**src/rtl/dense_layer.sv**
```systemverilog
// Fully-connected layer: one MAC per cycle over IN_DIM inputs for each of OUT_DIM neurons,
// streaming saturated logits and reporting the argmax class when the last neuron is written.
module dense_layer #(
  parameter int DATA_WIDTH = 16,
  parameter int FRAC_BITS  = 7,
  parameter int IN_DIM     = 1568,
  parameter int OUT_DIM    = 10
) (
  input  logic                                  clk,
  input  logic                                  reset,
  input  logic                                  start,
  output logic [$clog2(IN_DIM)-1:0]             in_addr,
  output logic                                  in_en,
  input  logic signed [DATA_WIDTH-1:0]          in_q,
  output logic [$clog2(IN_DIM*OUT_DIM)-1:0]     w_addr,
  output logic                                  w_en,
  input  logic signed [DATA_WIDTH-1:0]          w_q,
  output logic [$clog2(OUT_DIM)-1:0]            b_addr,
  output logic                                  b_en,
  input  logic signed [DATA_WIDTH-1:0]          b_q,
  output logic                                  out_valid,
  output logic [$clog2(OUT_DIM)-1:0]            out_idx,
  output logic signed [DATA_WIDTH-1:0]          out_data,
  output logic [$clog2(OUT_DIM)-1:0]            class_idx,
  output logic                                  busy,
  output logic                                  done
);

  localparam int ACC_WIDTH = 2*DATA_WIDTH + $clog2(IN_DIM) + 1;
  localparam int K_W  = $clog2(IN_DIM);
  localparam int N_W  = $clog2(OUT_DIM);
  localparam int WA_W = $clog2(IN_DIM*OUT_DIM);
  localparam logic [K_W-1:0] K_LAST = K_W'(IN_DIM-1);
  localparam logic [N_W-1:0] N_LAST = N_W'(OUT_DIM-1);
  localparam logic signed [ACC_WIDTH-1:0] SAT_MAX =
    {{(ACC_WIDTH-DATA_WIDTH+1){1'b0}}, {(DATA_WIDTH-1){1'b1}}};
  localparam logic signed [ACC_WIDTH-1:0] SAT_MIN = ~SAT_MAX;

  typedef enum logic [2:0] {S_IDLE, S_LOAD, S_MAC, S_DRAIN, S_WRITE, S_FINISH} state_t;

  state_t                        state_reg, state_next;
  logic [K_W-1:0]                k_reg;
  logic [N_W-1:0]                n_reg;
  logic [WA_W-1:0]               w_base_reg;
  logic signed [ACC_WIDTH-1:0]   acc_reg;
  logic signed [DATA_WIDTH-1:0]  max_reg;
  logic [N_W-1:0]                best_reg;
  logic [N_W-1:0]                class_reg;

  logic signed [2*DATA_WIDTH-1:0] product;
  logic signed [ACC_WIDTH-1:0]    product_ext;
  logic signed [ACC_WIDTH-1:0]    bias_ext;
  logic signed [ACC_WIDTH-1:0]    shifted;
  logic signed [DATA_WIDTH-1:0]   sat_val;
  logic                           take_new;

  // Product of the element whose ROM reads were issued in the previous cycle.
  assign product     = in_q * w_q;
  assign product_ext = ACC_WIDTH'(product);
  assign bias_ext    = ACC_WIDTH'(b_q) <<< FRAC_BITS;
  assign shifted     = acc_reg >>> FRAC_BITS;
  assign sat_val     = (shifted > SAT_MAX) ? SAT_MAX[DATA_WIDTH-1:0] :
                       (shifted < SAT_MIN) ? SAT_MIN[DATA_WIDTH-1:0] :
                       shifted[DATA_WIDTH-1:0];
  // Strict compare so ties keep the lower neuron index.
  assign take_new    = (n_reg == '0) || (sat_val > max_reg);
  assign class_idx   = class_reg;

  always_comb begin
    state_next = state_reg;
    in_en      = 1'b0;
    w_en       = 1'b0;
    b_en       = 1'b0;
    in_addr    = '0;
    w_addr     = '0;
    b_addr     = '0;
    out_valid  = 1'b0;
    out_idx    = '0;
    out_data   = '0;
    done       = 1'b0;
    busy       = (state_reg != S_IDLE);
    case (state_reg)
      S_IDLE:   if (start) state_next = S_LOAD;
      S_LOAD: begin
        b_en       = 1'b1;
        b_addr     = n_reg;
        state_next = S_MAC;
      end
      S_MAC: begin
        in_en   = 1'b1;
        w_en    = 1'b1;
        in_addr = k_reg;
        w_addr  = w_base_reg + WA_W'(k_reg);
        if (k_reg == K_LAST) state_next = S_DRAIN;
      end
      S_DRAIN:  state_next = S_WRITE;
      S_WRITE: begin
        out_valid  = 1'b1;
        out_idx    = n_reg;
        out_data   = sat_val;
        state_next = (n_reg == N_LAST) ? S_FINISH : S_LOAD;
      end
      S_FINISH: begin
        done       = 1'b1;
        state_next = S_IDLE;
      end
      default:  state_next = S_IDLE;
    endcase
  end

  always_ff @(posedge clk) begin
    if (reset) begin
      state_reg  <= S_IDLE;
      k_reg      <= '0;
      n_reg      <= '0;
      w_base_reg <= '0;
      acc_reg    <= '0;
      max_reg    <= '0;
      best_reg   <= '0;
      class_reg  <= '0;
    end else begin
      state_reg <= state_next;
      case (state_reg)
        S_IDLE: if (start) begin
          n_reg      <= '0;
          k_reg      <= '0;
          w_base_reg <= '0;
          acc_reg    <= '0;
        end
        S_LOAD: k_reg <= '0;
        S_MAC: begin
          acc_reg <= (k_reg == '0) ? bias_ext : acc_reg + product_ext;
          if (k_reg != K_LAST) k_reg <= k_reg + 1'b1;
        end
        S_DRAIN: acc_reg <= acc_reg + product_ext;
        S_WRITE: begin
          if (take_new) begin
            max_reg  <= sat_val;
            best_reg <= n_reg;
          end
          if (n_reg == N_LAST) begin
            class_reg <= take_new ? n_reg : best_reg;
          end else begin
            n_reg      <= n_reg + 1'b1;
            w_base_reg <= w_base_reg + WA_W'(IN_DIM);
          end
        end
        default: ;
      endcase
    end
  end

endmodule

```
**config.mk**
```make
export PLATFORM = sky130hd
export DESIGN_NAME = dense_layer
export DESIGN_NICKNAME = d
export VERILOG_FILES = /design/src/rtl/dense_layer.sv
export SDC_FILE = /design/constraint.sdc
export NUM_CORES = 1
export LEC_CHECK = 0
export CAP_MARGIN = 20
export CORE_ASPECT_RATIO = 1.4
export CORE_MARGIN = 2
export CORE_UTILIZATION = 47
export DETAILED_ROUTE_END_ITERATION = 12
export PLACE_DENSITY = 0.65
export SYNTH_ARGS = -nofsm -noshare
export SYNTH_HDL_FRONTEND = slang
export SYNTH_SLANG_ARGS = --single-unit
```
**constraint.sdc**
```tcl
create_clock -name clk -period 18.75 [get_ports clk]
set_input_delay 2.8125 -clock clk [delete_from_list [all_inputs] [get_ports clk]]
set_output_delay 2.8125 -clock clk [all_outputs]
set_load 0.01 [all_outputs]
```
-- After elaboration in Yosys (flattened, before gate mapping)
Index checks and enable logic that the tools add are counted.
- register bits after elaboration: 100
- input bits: 51
- output and inout bits: 59
- logic and storage cells: 71
- $add $sub $neg: 5
- multipliers: 1
- magnitude comparators: 3
- equal/unequal tests: 12
- mux-type cells: 28
- reduce and logical (&&, ||, !) cells: 14
- operators with widths (operator ; number):
    44-bit case mux with 3 select lines ; 1
    44-bit two-way mux ; 2
    16-bit two-way mux ; 3
    44-bit by 32-bit adder with 44-bit output ; 1
    14-bit two-way mux ; 3
    37-bit by 16-bit > comparator with 1-bit output, second input constant ; 1
    37-bit by 16-bit < comparator with 1-bit output, second input constant ; 1
    11-bit two-way mux ; 3
    11-bit case mux with 3 select lines ; 1
    16-bit by 16-bit multiplier with 32-bit output ; 1
    14-bit case mux with 2 select lines ; 1
    4-bit two-way mux ; 5
    16-bit > comparator ; 1
    3-bit case mux with 5 select lines ; 1
    14-bit by 11-bit adder with 14-bit output ; 1
    14-bit by 11-bit adder with 14-bit output, second input constant ; 1
    11-bit by 1-bit adder with 11-bit output, second input constant ; 1
    11-bit equality test, second input constant ; 1
    11-bit zero test ; 1
    11-bit inequality test, second input constant ; 1
    3-bit two-way mux ; 3
    3-bit nonzero test ; 3
    2-bit inequality test, second input constant ; 4
    4-bit case mux with 2 select lines ; 1
    12 further kinds ; 21

-- Depth between registers and ports, before layout
- word-level depth: 6
- gate-level depth with buffers: 25
- gate-level depth less buffers: 23

-- Worst setup path after synthesis
No wires, ideal clock.
- path kind: input-to-reg
- start: input w_q[1]
- end: register acc_reg[41]
- library setup time: 0.087 ns
- arrival: 9.184 ns
- data required time: 18.663 ns
- slack: 9.479 ns
- stages on the path: 22
- buffers on the path: 2
- path through: clkbuf_1 > nand2_1 > inv_1 > fa_1 > inv_1 > fa_1 > fa_1 > fa_1 > inv_1 > fa_1 > inv_1 > fa_1 > inv_1 > ha_1 > clkbuf_1 > a21o_1 > a21o_1 > a21oi_1 > o21ai_0 > a31o_2 > o31a_1 > o31ai_1
- word-level cells in the longest chain between the ends: 4
- ends and longest elaborated chain (item ; line ; text):
    start, declared ; 17 ; input logic signed [DATA_WIDTH-1:0] w_q,
    16-bit by 16-bit multiplier with 32-bit output (*) ; 58 ; assign product = in_q * w_q;
    44-bit by 32-bit adder with 44-bit output (*) ; 132, 135 ;
    44-bit two-way mux ; 132 ; acc_reg <= (k_reg == '0) ? bias_ext : acc_reg + product_ext;
    44-bit case mux with 3 select lines (*) ; 123 ; case (state_reg)
    end signal, assigned ; 132 ;
    end signal, assigned ; 135 ; S_DRAIN: acc_reg <= acc_reg + product_ext;
    end, declared ; 45 ; logic signed [ACC_WIDTH-1:0] acc_reg;
Every way passes the cells marked *; elsewhere a longest branch is shown, timed or not.
A chain may end at the register's enable or synchronous reset.

-- Final worst setup path
- start: input in_q[15]
- end: register acc_reg[41]
- word-level cells in the longest chain between the ends: 4
- ends and longest elaborated chain (item ; line ; text):
    start, declared ; 14 ; input logic signed [DATA_WIDTH-1:0] in_q,
    16-bit by 16-bit multiplier with 32-bit output (*) ; 58 ;
    44-bit by 32-bit adder with 44-bit output (*) ; 132, 135 ;
    44-bit two-way mux ; 132 ;
    44-bit case mux with 3 select lines (*) ; 123 ;
Marks and branches as above.

==> results by group <==
Synthesis
  – Area share of the largest cell type after synthesis: a little under two fifths
  – Ys flop type: dfxtp_1
  – Syn. warnings: 0
  – Synthesized Nets: 2,630
  – Commonest cells in the netlist: 475 x inv_1, 346 x fa_1, 175 x nand2_1
  – Ys async rst share: 0%
  – Top post-synthesis cells by area: fa_1 38%, dfxtp_1 10%, ha_1 10%
  – Area leader, netlist: fa_1
  – EDFF count, synth: 0
  – Sequential cell area fraction in the yosys report: 10.4%
  – Synth Register Bits: 95
  – Post-Synthesis Cells: ~2,100
  – Synth Cell Area: 18,200 sq um
  – Library cells used by synthesis: 77
  – Top-count cell post-synth: inv_1
  – Avg Synthesized Cell Area: 8.76 sq um

Critical path
  – CP arrival: 10,370 ps
  – Setup crit start kind: primary input
  – Slowest cell on crit path: fa_1
  – Cell Chain, Critical Path: clkdlybuf4s50_1 > nand2_1 > inv_1 > fa_2 > inv_1 > fa_1 > fa_1 > fa_1 > inv_1 > fa_1 > inv_1 > fa_1 > inv_1 > ha_1 > a21o_1 > a21o_1 > a21oi_1 > o21ai_0 > a31o_2 > o31a_1 > o31ai_1
  – Worst setup endpoint: acc_reg[41]
  – Flop2flop setup slack: 13,090 ps
  – Reg2Reg Launch Point: acc_reg[15]
  – CP max FO: 16
  – CP endpoint kind: flip-flop
  – Crit path required time: 19,030 ps
  – Worst R2R End: acc_reg[39]
  – Max incr delay on CP: 930 ps
  – CP Launch Point: in_q[15]
  – Setup CP Type: primary input to flip-flop
  – Worst reg2reg path depth: 18

Routing
  – Via count of the routed design: 14,100
  – Detailed-route DRC error count: 0
  – Drt wl/cell: 17.3 microns
  – Final WL: 46,000 microns
  – Post-DRT Antenna Nets: 0
  – DR vias/cell: between 5 and 6
  – Pre-antenna DRT Iters: 6
  – Drt initial violations: slightly above 700

Clock network
  – Root buffer cell: clkbuf_16
  – Worst-Skew Late Latency: about 370 ps
  – # resized after CTS: 0
  – CTS tree: yes
  – Postcts setup bufs: 0
  – Depth of the CTS H-tree: 3
  – Clock sinks: 95
  – Max clock buf depth: 2
  – Worst-path clk slew: 70 ps
  – Hold_buf cts: 0
  – Total CTS buffers: 9

STA
  – Final period util: 53.8%
  – Skew final: 11.1 ps
  – Final Hold Viols: 0
  – Worst-margin pin slew: 1060 ps
  – Setup TNS Final: 0 ps
  – Hold WS: 478 ps
  – Fmax: between 90 and 100 MHz
  – Count of final setup violators: 0
  – RSZ-0062 raised after global routing: no
  – Rel. slew slack: 29.1%
  – Period minus WS final: between 10,000 and 15,000 ps
  – Final max-slew violation count: 0

Die
  – Core Region: between 30,000 and 40,000 sq um
  – Boundary pin count: 110
  – Starting Density: 47.5%
  – Die W: 170 microns
  – DIE AREA: approximately 40,000 sq um
  – Die height: roughly 240 microns
  – Row cnt: between 80 and 90

Final layout
  – Number of diodes: 0
  – Footprint of the multi-input gates: around 14,000 sq um
  – Max reg flops: 44
  – Post-Layout Inst Area: 20,000 sq um
  – Non-Filler Instances: 2,655
  – Layout Nets: 2,677
  – Layout cells sized above 1: 2.44%
  – Seq. cell area: 1900 sq um
  – Area grow syn2layout: 9.82%
  – Fill count: 3,590

GRT
  – Vias in the first global route: ~15,000
  – Gr usage total: 24.5%
  – Initial antenna violation count: 1
  – Largest net degree at the start of global routing: 64
  – Global-route wire length before repair: 78,400 microns
  – GR Overflow Total: 0

Placement
  – Dpl cell area: 19,700 sq um
  – Cells after DPL: 2,638
  – GP Congestion: 0.905
  – Hpwl dp: roughly 38,000 microns
  – Port bufs: 109

Hold path
  – Worst Hold Class: flip-flop to flip-flop

Status
  – Status: completed

Run
  – Max cap viols: 0
-- per-layer routing --
layer	GRT usage (%)	wire length, microns
met5	0	13
met4	8.05	1440
met3	2.44	1840
met2	44.6	24600
met1	30.0	18200
-- worst min-delay path by stage --
| stage | startpoint | end | slack (ps) | cells past startpoint |
|---|---|---|---|---|
| after global routing | best_reg[3] | best_reg[3] | 520 | 2 |
| after detailed placement | best_reg[3] | best_reg[3] | 470 | 2 |
| after global placement | best_reg[2] | best_reg[2] | 460 | 2 |
| after floorplan | best_reg[2] | best_reg[2] | 450 | 2 |
| final | best_reg[3] | best_reg[3] | 480 | 2 |
| after CTS | best_reg[3] | best_reg[3] | 480 | 2 |
-- stage by stage --
stage | utilization (%) | worst slack, ps
after floorplan | - | 9480
after global placement | 51.3 | 8320
after detailed placement | 51.3 | 8220
after CTS | 52.1 | 8570
after global routing | 52.2 | 8110
final | 52.2 | 8660
-- cell type report --
type                            count  area share, %
Multi-Input combinational cell   1429           71.0
Inverter                          475           8.90
Clock buffer                       10           1.14
Sequential cell                    95           9.50
Clock inverter                      5          0.337
Timing Repair Buffer              119           5.88
Tap cell                          522           3.26
-- kinds of logic (layout without fill, tap and decap cells) --
family,Yosys count,in the layout,share of synthesized area [%]
adder cells (fa/ha/maj),497,497,48.3
multiplexers,11,11,0.617
flip-flops,95,95,10.4
AND/OR/NAND/NOR,580,580,15.5
buffers and inverters,558,609,11.6
XOR/XNOR,61,61,2.93
AO/OA/AOI/OAI,280,280,10.6
-- layout by cell type (no fill, tap or decap), drive strengths merged, types with 6 or more instances in the layout --
master	count
a22oi	15
clkbuf	10
o31ai	7
a222oi	9
o211ai	6
fa	346
xnor2	39
o21ai	43
nand2	175
buf	11
and2	133
dfxtp	95
a21oi	89
nand4	16
nand3	27
nor2	142
and3	22
ha	151
xor2	22
a21o	26
inv	477
nor3	16
a211oi	24
clkdlybuf4s50	108
o21a	8
nand2b	7
mux2i	9
o21bai	8
nor4	17
-- critical path: cells and delay by family --
family	cells	cell delay (ps)
fa+ha+maj	7	4450
buf+inv	6	1380
compound gates	7	1380
simple gates	1	330
Power is not shown: default switching activity piles up to over one toggle a cycle in this logic, so the estimate is an artifact.
